$ cat src/rtl/nonce_dispatch_if.sv
// nonce_dispatch_if: golden-nonce valid/ready stream from the dispatcher to its consumer
interface nonce_dispatch_if #(parameter int NONCE_BITS = 32);
   logic                  gn_valid;
   logic [NONCE_BITS-1:0] gn_nonce;
   logic                  gn_ready;
   modport master(output gn_valid, gn_nonce, input gn_ready);
   modport slave(input gn_valid, gn_nonce, output gn_ready);
endinterface

$ cat src/rtl/nonce_dispatch_ctrl.sv
// nonce_dispatch_ctrl: splits the nonce space across hasher lanes and queues latency-compensated golden nonces
module nonce_dispatch_ctrl #(
   parameter int          NUM_CORES    = 2,
   parameter int          NONCE_BITS   = 32,
   parameter int          PIPE_LATENCY = 254,
   parameter int          FIFO_DEPTH   = 4,
   parameter logic [31:0] MATCH_VALUE  = 32'hA41F32E7
) (
   input  logic                            hash_clk,
   input  logic                            reset,
   input  logic                            new_work,
   input  logic [255:0]                    work_midstate,
   input  logic [95:0]                     work_data,
   output logic [255:0]                    core_midstate,
   output logic [95:0]                     core_data,
   output logic [NONCE_BITS*NUM_CORES-1:0] core_nonce,
   input  logic [32*NUM_CORES-1:0]         core_hash2,
   nonce_dispatch_if.master                gn,
   output logic                            running,
   output logic                            exhausted,
   output logic                            overflow
);
   localparam int LB = $clog2(NUM_CORES);
   localparam int CW = NONCE_BITS - LB;
   localparam int DW = $clog2(PIPE_LATENCY + 1);
   localparam int AW = $clog2(FIFO_DEPTH);
   typedef enum logic [1:0] {IDLE, RUN, DRAIN} state_t;
   state_t state, state_nxt;
   logic [CW-1:0] cnt, rcnt, hit_cnt;
   logic [DW-1:0] dcnt;
   logic [PIPE_LATENCY-1:0] vld_sr;
   logic [NUM_CORES-1:0] hit_reg, slot_full, move;
   logic [NONCE_BITS-1:0] slot_nonce [NUM_CORES];
   logic [NONCE_BITS-1:0] mem [FIFO_DEPTH];
   logic [NONCE_BITS-1:0] push_nonce;
   logic [AW:0] wptr, rptr;
   logic last_cnt, drain_done, res_vld, fifo_full, push, pop;
   assign last_cnt   = &cnt;
   assign drain_done = dcnt == DW'(PIPE_LATENCY);
   assign running    = state != IDLE;
   assign res_vld    = vld_sr[PIPE_LATENCY-1];
   assign fifo_full  = (wptr ^ rptr) == {1'b1, {AW{1'b0}}};
   assign push       = |move;
   assign pop        = gn.gn_valid && gn.gn_ready;
   assign gn.gn_valid = wptr != rptr;
   assign gn.gn_nonce = gn.gn_valid ? mem[rptr[AW-1:0]] : '0;
   for (genvar k = 0; k < NUM_CORES; k++) begin : g_lane
      assign core_nonce[k*NONCE_BITS +: NONCE_BITS] = (NONCE_BITS'(cnt) << LB) | NONCE_BITS'(k);
   end
   always_comb begin
      state_nxt = new_work ? RUN :
                  (state == RUN && last_cnt) ? DRAIN :
                  (state == DRAIN && drain_done) ? IDLE : state;
   end
   // lowest-index full slot wins the single FIFO write port
   always_comb begin
      move = '0;
      push_nonce = '0;
      for (int k = NUM_CORES - 1; k >= 0; k--)
         if (slot_full[k] && !fifo_full) begin
            move = NUM_CORES'(1) << k;
            push_nonce = slot_nonce[k];
         end
   end
   always_ff @(posedge hash_clk or posedge reset) begin
      if (reset) begin
         state <= IDLE;
         cnt <= '0;
         dcnt <= '0;
         core_midstate <= '0;
         core_data <= '0;
         exhausted <= 1'b0;
      end else begin
         state <= state_nxt;
         if (new_work) begin
            cnt <= '0;
            dcnt <= '0;
            core_midstate <= work_midstate;
            core_data <= work_data;
            exhausted <= 1'b0;
         end else begin
            if (state == RUN && !last_cnt) cnt <= cnt + CW'(1);
            if (state == DRAIN) dcnt <= dcnt + DW'(1);
            if (state == DRAIN && drain_done) exhausted <= 1'b1;
         end
      end
   end
   // rcnt counts valid results in issue order, so it equals the cnt that produced each hash
   always_ff @(posedge hash_clk or posedge reset) begin
      if (reset) begin
         vld_sr <= '0;
         rcnt <= '0;
         hit_cnt <= '0;
         hit_reg <= '0;
         slot_full <= '0;
         overflow <= 1'b0;
         wptr <= '0;
         rptr <= '0;
      end else if (new_work) begin
         vld_sr <= '0;
         rcnt <= '0;
         hit_cnt <= '0;
         hit_reg <= '0;
         slot_full <= '0;
         overflow <= 1'b0;
         wptr <= '0;
         rptr <= '0;
      end else begin
         vld_sr <= PIPE_LATENCY'({vld_sr, state == RUN});
         if (res_vld) rcnt <= rcnt + CW'(1);
         hit_cnt <= rcnt;
         for (int k = 0; k < NUM_CORES; k++) begin
            hit_reg[k] <= res_vld && core_hash2[32*k +: 32] == MATCH_VALUE;
            if (hit_reg[k] && slot_full[k] && !move[k]) overflow <= 1'b1;
            else if (hit_reg[k] || move[k]) slot_full[k] <= hit_reg[k];
         end
         if (push) wptr <= wptr + (AW+1)'(1);
         if (pop) rptr <= rptr + (AW+1)'(1);
      end
   end
   always_ff @(posedge hash_clk) begin
      if (push) mem[wptr[AW-1:0]] <= push_nonce;
      for (int k = 0; k < NUM_CORES; k++)
         if (hit_reg[k] && (!slot_full[k] || move[k]))
            slot_nonce[k] <= (NONCE_BITS'(hit_cnt) << LB) | NONCE_BITS'(k);
   end
endmodule

$ cat src/flat_wrapper.sv
// flat-port wrapper written by rule: the top's interface ports become plain ports
module nonce_dispatch_ctrl_flat 
#(
   parameter int          NUM_CORES    = 2,
   parameter int          NONCE_BITS   = 32,
   parameter int          PIPE_LATENCY = 254,
   parameter int          FIFO_DEPTH   = 4,
   parameter logic [31:0] MATCH_VALUE  = 32'hA41F32E7
)
  (hash_clk, reset, new_work, work_midstate, work_data, core_midstate, core_data, core_nonce, core_hash2, running, exhausted, overflow, gn_gn_valid, gn_gn_nonce, gn_gn_ready);
  nonce_dispatch_if #(.NONCE_BITS(NONCE_BITS)) gn_i ();
  input  logic hash_clk;
  input  logic reset;
  input  logic new_work;
  input  logic [255:0] work_midstate;
  input  logic [95:0] work_data;
  output logic [255:0] core_midstate;
  output logic [95:0] core_data;
  output logic [NONCE_BITS*NUM_CORES-1:0] core_nonce;
  input  logic [32*NUM_CORES-1:0] core_hash2;
  output logic running;
  output logic exhausted;
  output logic overflow;
  output wire logic [$bits(gn_i.gn_valid)-1:0] gn_gn_valid;
  output wire logic [$bits(gn_i.gn_nonce)-1:0] gn_gn_nonce;
  input wire logic [$bits(gn_i.gn_ready)-1:0] gn_gn_ready;
  assign gn_gn_valid = gn_i.gn_valid;
  assign gn_gn_nonce = gn_i.gn_nonce;
  assign gn_i.gn_ready = gn_gn_ready;
  nonce_dispatch_ctrl #(.NUM_CORES(NUM_CORES), .NONCE_BITS(NONCE_BITS), .PIPE_LATENCY(PIPE_LATENCY), .FIFO_DEPTH(FIFO_DEPTH), .MATCH_VALUE(MATCH_VALUE)) u_core (.hash_clk(hash_clk), .reset(reset), .new_work(new_work), .work_midstate(work_midstate), .work_data(work_data), .core_midstate(core_midstate), .core_data(core_data), .core_nonce(core_nonce), .core_hash2(core_hash2), .gn(gn_i), .running(running), .exhausted(exhausted), .overflow(overflow));
endmodule
$ cat config.mk
export PLATFORM = sky130hd
export DESIGN_NAME = nonce_dispatch_ctrl_flat
export DESIGN_NICKNAME = d
export VERILOG_FILES = /design/src/rtl/nonce_dispatch_if.sv /design/src/rtl/nonce_dispatch_ctrl.sv /design/src/flat_wrapper.sv
export SDC_FILE = /design/constraint.sdc
export NUM_CORES = 1
export LEC_CHECK = 0
export ABC_AREA = 1
export CORE_AREA = 2 2 340 342
export DETAILED_ROUTE_END_ITERATION = 8
export DIE_AREA = 0 0 342 344
export GPL_TIMING_DRIVEN = 0
export PLACE_DENSITY = 0.63
export SETUP_SLACK_MARGIN = 0.02
export SYNTH_ARGS = -nofsm -noshare
export SYNTH_HDL_FRONTEND = slang
export SYNTH_SLANG_ARGS = --single-unit
$ cat constraint.sdc
create_clock -name hash_clk -period 29.5 [get_ports hash_clk]
set_clock_uncertainty 0.05 [all_clocks]
set_input_delay 5.9 -clock hash_clk [delete_from_list [all_inputs] [get_ports hash_clk]]
set_output_delay 5.9 -clock hash_clk [all_outputs]
set_load 0.01 [all_outputs]
==> results of run 1 <==
-- layer usage --
metal	vias to the layer above	global-route usage [%]
li1	13250	-
met1	14060	29.71
met2	1216	38.11
met3	243	11.06
met4	10	9.631
met5	-	1.362
-- cell usage in the layout, fill, tap and decap left out, types with 9 or more instances in the layout --
master and instances:
clkinv_2 12, diode_2 14, bufinv_16 20, clkbuf_16 99, edfxtp_1 190, inv_1 394
clkbuf_8 14, nor2_1 505, nand3_1 85, o32ai_1 32, ha_1 9, xor2_1 11
dfrtp_1 721, nand2_1 1382, nand4_1 37, a21oi_1 23, clkdlybuf4s50_1 868, o21ai_0 53
buf_1 16, buf_2 36, buf_16 9, nor3_1 16, buf_4 33, clkbuf_1 117
-- power groups by stage --
stage	logic, uW	registers, uW	clock network, uW
after floorplan	73.6	1390	0
after CTS	324	1350	1400
after detailed placement	322	1380	0
after global routing	344	1360	1450
final	325	1360	1380
after global placement	320	1380	0
-- layout make-up --
cell class	instances	area (um2)	share of cell area [%]
antenna	14	35.03	0.07037
buffer	192	904.6	1.817
clock buffer	125	2715	5.454
clock inverter	53	880.8	1.769
inverter	397	1503	3.019
multi-input combinational	2208	9128	18.34
sequential	911	23750	47.70
tap	1512	1892	3.800
timing repair buffer	879	8976	18.03
-- per-stage QoR --
step,instances,utilization [%],setup TNS [ns]
after floorplan,3708,-,0
after global placement,6088,40.22,-4361.05
final,6291,43.71,0
after detailed placement,6099,40.53,0
after global routing,6284,43.70,0
after CTS,6277,43.68,0
-- cells by family (layout without fill, tap and decap cells) --
family,after synthesis,count (layout),share of synthesized area (%)
flops,911,911,67.41
simple gates,2068,2068,23.08
compound gates,115,115,2.003
fa+ha+maj,9,9,0.3197
xor+xnor,14,14,0.3481
buf+inv,589,1646,6.813
other cells,2,16,0.02132
-- worst min path at each step --
stage,startpoint,to,slack (ns),cells after the start
detailed placement,u_core.hit_cnt[8],u_core.slot_nonce[0][41],0.38,0
finish,u_core.vld_sr[158],u_core.vld_sr[159],0.37,2
CTS,u_core.vld_sr[223],u_core.vld_sr[224],0.39,2
floorplan,u_core.hit_cnt[9],u_core.slot_nonce[0][10],0.37,0
global placement,u_core.hit_cnt[14],u_core.slot_nonce[0][15],0.37,0
global route,u_core.vld_sr[200],u_core.vld_sr[201],0.39,2
-- worst register-to-register path, stage by stage (launching register included) --
cell and delay [ns]:
dfrtp_1 0.47, xnor2_1 0.20, nand3_1 0.24, o21ai_2 0.25
nor2_4 0.54, buf_16 0.25
==> flow_metrics.env, run 1 <==
export IMPL_hpwl_um=115600
export IMPL_maxClockFrequency_mhz=108.9
export IMPL_ctsHoldBuffers=0
export IMPL_p_seq_share_pct=44.4
export IMPL_drtAntennaViolNets=0
export IMPL_synthTopCellsByArea="dfrtp_1 51%, edfxtp_1 16%, nand2_1 15%"
export IMPL_vias=28780
export IMPL_area_growth_pct=41.32
export IMPL_drc=0
export IMPL_ys_seq_area_share_pct=67.41
export IMPL_grt_pass1_wl_um=205100
export IMPL_vias_per_cell=4.574
export IMPL_port_buffers=868
export IMPL_finalCritPeriodShare_pct=31.14
export IMPL_synth_common_cells="1382 x nand2_1, 721 x dfrtp_1, 510 x nor2_1"
export IMPL_firstDrtPassIters=8
export IMPL_slowest_delay_ns=0.54
export IMPL_track_usage_pct=24.55
export IMPL_clkLatencyLatePin_ns=0.68
export IMPL_rows=124
export IMPL_final_nets=5115
export IMPL_crit_path_top_delay_cell="clkdlybuf4s50_1"
export IMPL_hold_violations=0
export IMPL_top_register="u_core.core_midstate"
export IMPL_dpl_cell_area_um2=46150
export IMPL_worst_r2r_endpoint="u_core.mem[2][20]"
export IMPL_synthesis_nets=4137
export IMPL_cts_sinks=911
export IMPL_antenna_found_initial=37
export IMPL_p_leak_uw=0.02263
export IMPL_endpoint="gn_gn_nonce[31]"
export IMPL_root_buffer="clkbuf_16"
export IMPL_largest_register_ff_count=256
export IMPL_grt_max_degree=127
export IMPL_wl_met3_um=17320
export IMPL_cp_num_cells=7
export IMPL_p_comb_share_pct=10.6
export IMPL_start_kind="flip-flop"
export IMPL_globalplace_congestion=0.9967
export IMPL_n_fill_cell=10840
export IMPL_synth_async_sr_flop_share_pct=79.14
export IMPL_drive_gt1_share_pct=5.813
export IMPL_synth_edf_count=190
export IMPL_maxCapViolCount=0
export IMPL_grt_remaining_overflow=0
export IMPL_min_period_ns=9.185
export IMPL_wirelength_um=147700
export IMPL_dp_slack_ns=20.77
export IMPL_htreeDepth=3
export IMPL_synth_ff_type="dfrtp_1"
export IMPL_whs_ns=0.3738
export IMPL_relSlewSlack_pct=21.77
export IMPL_die_area_um2=117600
export IMPL_netlist_area_leader_share_pct=51.22
export IMPL_status="completed"
export IMPL_die_h_um=344
export IMPL_cts_tree="built"
export IMPL_coreArea_um2=113900
export IMPL_synth_largest_area_cell="dfrtp_1"
export IMPL_io_pins=872
export IMPL_end_kind="primary output"
export IMPL_crit_chain="clkbuf_1 > buf_1 > o21ai_0 > o32ai_1 > nand2_1 > inv_1 > clkdlybuf4s50_1"
export IMPL_worst_pin_slew_ns=1.173
export IMPL_clk_path_buf_depth=3
export IMPL_synth_avg_cell_area_um2=9.500
export IMPL_final_max_slew_violation_count=0
export IMPL_cp_max_fo=10
export IMPL_drt_met1_wl_um=56850
export IMPL_finalPower_uw=3056
export IMPL_dr_wl_met2_um=67580
export IMPL_critPathLaunch="u_core.rptr[1]"
export IMPL_post_drt_wl_per_cell_um=23.48
export IMPL_r2r_start="u_core.rptr[1]"
export IMPL_rsz0062_at_grt="false"
export IMPL_finalSetupViolations=0
export IMPL_numCtsBuffers=97
export IMPL_ys_ff_latch=911
export IMPL_crit_type="reg2out"
export IMPL_netlist_instances=3708
export IMPL_drt_iter0_drc=2651
export IMPL_clkPwrFrac_pct=45.0
export IMPL_critical_path_top_delay_family="buffers and inverters"
export IMPL_clk_pin_slew_worst_paths_ns=0.06
export IMPL_pwr_density_cell_nw_per_um2=61.39
export IMPL_switchingPower_uw=753.8
export IMPL_required_ns=23.55
export IMPL_synth_cell_area_um2=35230
export IMPL_synth_most_common_cell="nand2_1"
export IMPL_synth_warnings=0
export IMPL_cts_resized=0
export IMPL_synthDistinctLibCells=37
export IMPL_grt_pass1_vias=28020
export IMPL_final_area_um2=49780
export IMPL_p_int_uw=2302
export IMPL_worst_hold_path_type="reg2reg"
export IMPL_crit_buf_inv=4
export IMPL_swShare_pct=24.67
export IMPL_start_util_pct=30.93
export IMPL_ff2ff_path_depth=5
export IMPL_layout_setup_ws_ns=20.31
export IMPL_die_w_um=342
export IMPL_topRoutingLayerUsed="met5"
export IMPL_r2r_slack_ns=27.21
export IMPL_worstPathArrival_ns=3.24
export IMPL_postCtsSetupBuffers=0
export IMPL_peakVddDrop_v=0.00003803
No activity file was read; power rests on OpenSTA's default activity.
==> run 2: changes to the inputs <==
- clock period: 29.5 -> 9.3 ns (I/O delays scaled with it)
==> flow_metrics.env, run 2 (synthesized netlist as in run 1, its figures left out) <==
export IMPL_status="completed"
export IMPL_hpwl_um=120700
export IMPL_drive_gt1_share_pct=6.300
export IMPL_top_register="u_core.core_midstate"
export IMPL_final_cell_mix="1382 x nand2_1, 868 x clkdlybuf4s50_1, 721 x dfrtp_1, 505 x nor2_1, 394 x inv_1"
export IMPL_grt_pass1_vias=28090
export IMPL_rsz0062_at_grt="false"
export IMPL_pwr_density_cell_nw_per_um2=191.3
export IMPL_min_period_ns=5.170
export IMPL_postCtsSetupBuffers=0
export IMPL_whs_ns=0.3715
export IMPL_setup_tns_final_ns=0
export IMPL_multi_input_area_um2=9128
export IMPL_end_kind="primary output"
export IMPL_maxCapViolCount=0
export IMPL_grt_max_degree=45
export IMPL_wirelength_um=151000
export IMPL_die_w_um=342
export IMPL_n_fill_cell=10970
export IMPL_globalplace_congestion=0.9902
export IMPL_worst_pin_slew_ns=1.351
export IMPL_coreArea_um2=113900
export IMPL_crit_type="reg2out"
export IMPL_r2r_start="u_core.rptr[0]"
export IMPL_endpoint="gn_gn_nonce[6]"
export IMPL_maxClockFrequency_mhz=193.4
export IMPL_area_growth_pct=42.02
export IMPL_worst_r2r_endpoint="u_core.mem[3][4]"
export IMPL_relSlewSlack_pct=9.943
export IMPL_track_usage_pct=25.19
export IMPL_io_pins=872
export IMPL_cts_resized=0
export IMPL_finalCritPeriodShare_pct=55.59
export IMPL_finalSetupViolations=0
export IMPL_root_buffer="clkbuf_16"
export IMPL_required_ns=7.39
export IMPL_start_util_pct=30.93
export IMPL_cts_sinks=911
export IMPL_crit_path_top_delay_cell="clkdlybuf4s50_1"
export IMPL_final_nets=5135
export IMPL_die_area_um2=117600
export IMPL_hold_violations=0
export IMPL_r2r_slack_ns=7.09
export IMPL_grt_pass1_wl_um=208600
export IMPL_crit_buf_inv=6
export IMPL_final_max_slew_violation_count=0
export IMPL_cp_max_fo=10
export IMPL_htreeDepth=3
export IMPL_numCtsBuffers=102
export IMPL_seq_area_um2=23750
export IMPL_worstPathArrival_ns=3.26
export IMPL_antenna_found_initial=63
export IMPL_cp_num_cells=9
export IMPL_clk_path_buf_depth=3
export IMPL_ff2ff_path_depth=5
export IMPL_cts_tree="built"
export IMPL_peakVddDrop_v=0.0001453
export IMPL_critPathLaunch="u_core.rptr[0]"
export IMPL_vias=28630
export IMPL_final_util_pct=43.93
export IMPL_layout_commonest_cell="nand2_1"
export IMPL_dpl_cell_area_um2=46390
export IMPL_slowest_delay_ns=0.54
export IMPL_rows=124
export IMPL_p_leak_uw=0.02272
export IMPL_worst_hold_path_type="reg2reg"
export IMPL_finalPower_uw=9570
export IMPL_start_kind="flip-flop"
export IMPL_post_drt_wl_per_cell_um=23.84
export IMPL_drc=0
export IMPL_crit_chain="buf_2 > inv_1 > buf_2 > buf_1 > nor2_1 > o32ai_1 > nand2_1 > inv_1 > clkdlybuf4s50_1"
export IMPL_die_h_um=344
export IMPL_clk_pin_slew_worst_paths_ns=0.06
export IMPL_firstDrtPassIters=5
export IMPL_ctsHoldBuffers=0
export IMPL_vias_per_cell=4.520
export IMPL_grt_remaining_overflow=0
export IMPL_drtAntennaViolNets=0
export IMPL_largest_register_ff_count=256
export IMPL_critical_path_top_delay_family="buffers and inverters"
export IMPL_final_area_um2=50030
export IMPL_port_buffers=868
export IMPL_drt_iter0_drc=2416
export IMPL_clkLatencyLatePin_ns=0.70
## run 2: changes by cell type in the layout (fill, tap and decap cells not counted), moves of 3 or more
cell / delta
buf_16: -8
diode_2: +14
clkbuf_1: +9
clkinv_4: -3
bufinv_16: -14
clkinvlp_4: +6
clkinv_1: -5
clkbuf_8: +12
buf_12: +23
clkbuf_16: +8
## run 2: worst min-delay path, delay by kind of cell, from the launching register on
kind / cells / cell delay, ns
flops: 1 / 0.31
simple gates: 1 / 0.07
buf+inv: 1 / 0.03
## run 2: power breakdown
group          switching, uW  internal, uW  total (uW)
combinational            568           477        1050
clock                   1730          2500        4220
sequential              98.3          4200        4300
## run 2: metal layers
layer  track usage, %  share of wire (%)
met2            40.35                 47
met1            29.88                 38
met5            1.082               0.16
met4            9.338                3.7
met3            11.05                 11
## run 2: how the worst min path moves through the flow
stage / from / to / slack, ns / depth (start not counted)
finish: u_core.vld_sr[21] / u_core.vld_sr[22] / 0.37 / 2
global route: u_core.hit_cnt[0] / u_core.slot_nonce[0][1] / 0.40 / 0
CTS: u_core.vld_sr[21] / u_core.vld_sr[22] / 0.36 / 2
detailed placement: u_core.hit_cnt[0] / u_core.slot_nonce[0][1] / 0.38 / 0
global placement: u_core.hit_cnt[26] / u_core.slot_nonce[0][27] / 0.37 / 0
floorplan: u_core.hit_cnt[9] / u_core.slot_nonce[0][10] / 0.37 / 0
## run 2: cell type report
class | instances | share of cell area (%)
Antenna cell | 28 | 0.1401
Timing Repair Buffer | 894 | 18.42
Buffer | 192 | 1.808
Inverter | 397 | 2.996
Tap cell | 1512 | 3.781
Sequential cell | 911 | 47.47
Clock buffer | 155 | 6.240
Clock inverter | 37 | 0.9003
Multi-Input combinational cell | 2208 | 18.24
## run 2: per-stage QoR
| step | setup slack, ns | instances |
|---|---|---|
| 6_report | 4.130 | 6334 |
| 5_1_grt | 3.936 | 6324 |
| 4_1_cts | 4.030 | 6306 |
| 3_5_place_dp | 4.784 | 6114 |
| 3_3_place_gp | -7.794 | 6088 |
| 2_1_floorplan | -2.486 | 3708 |
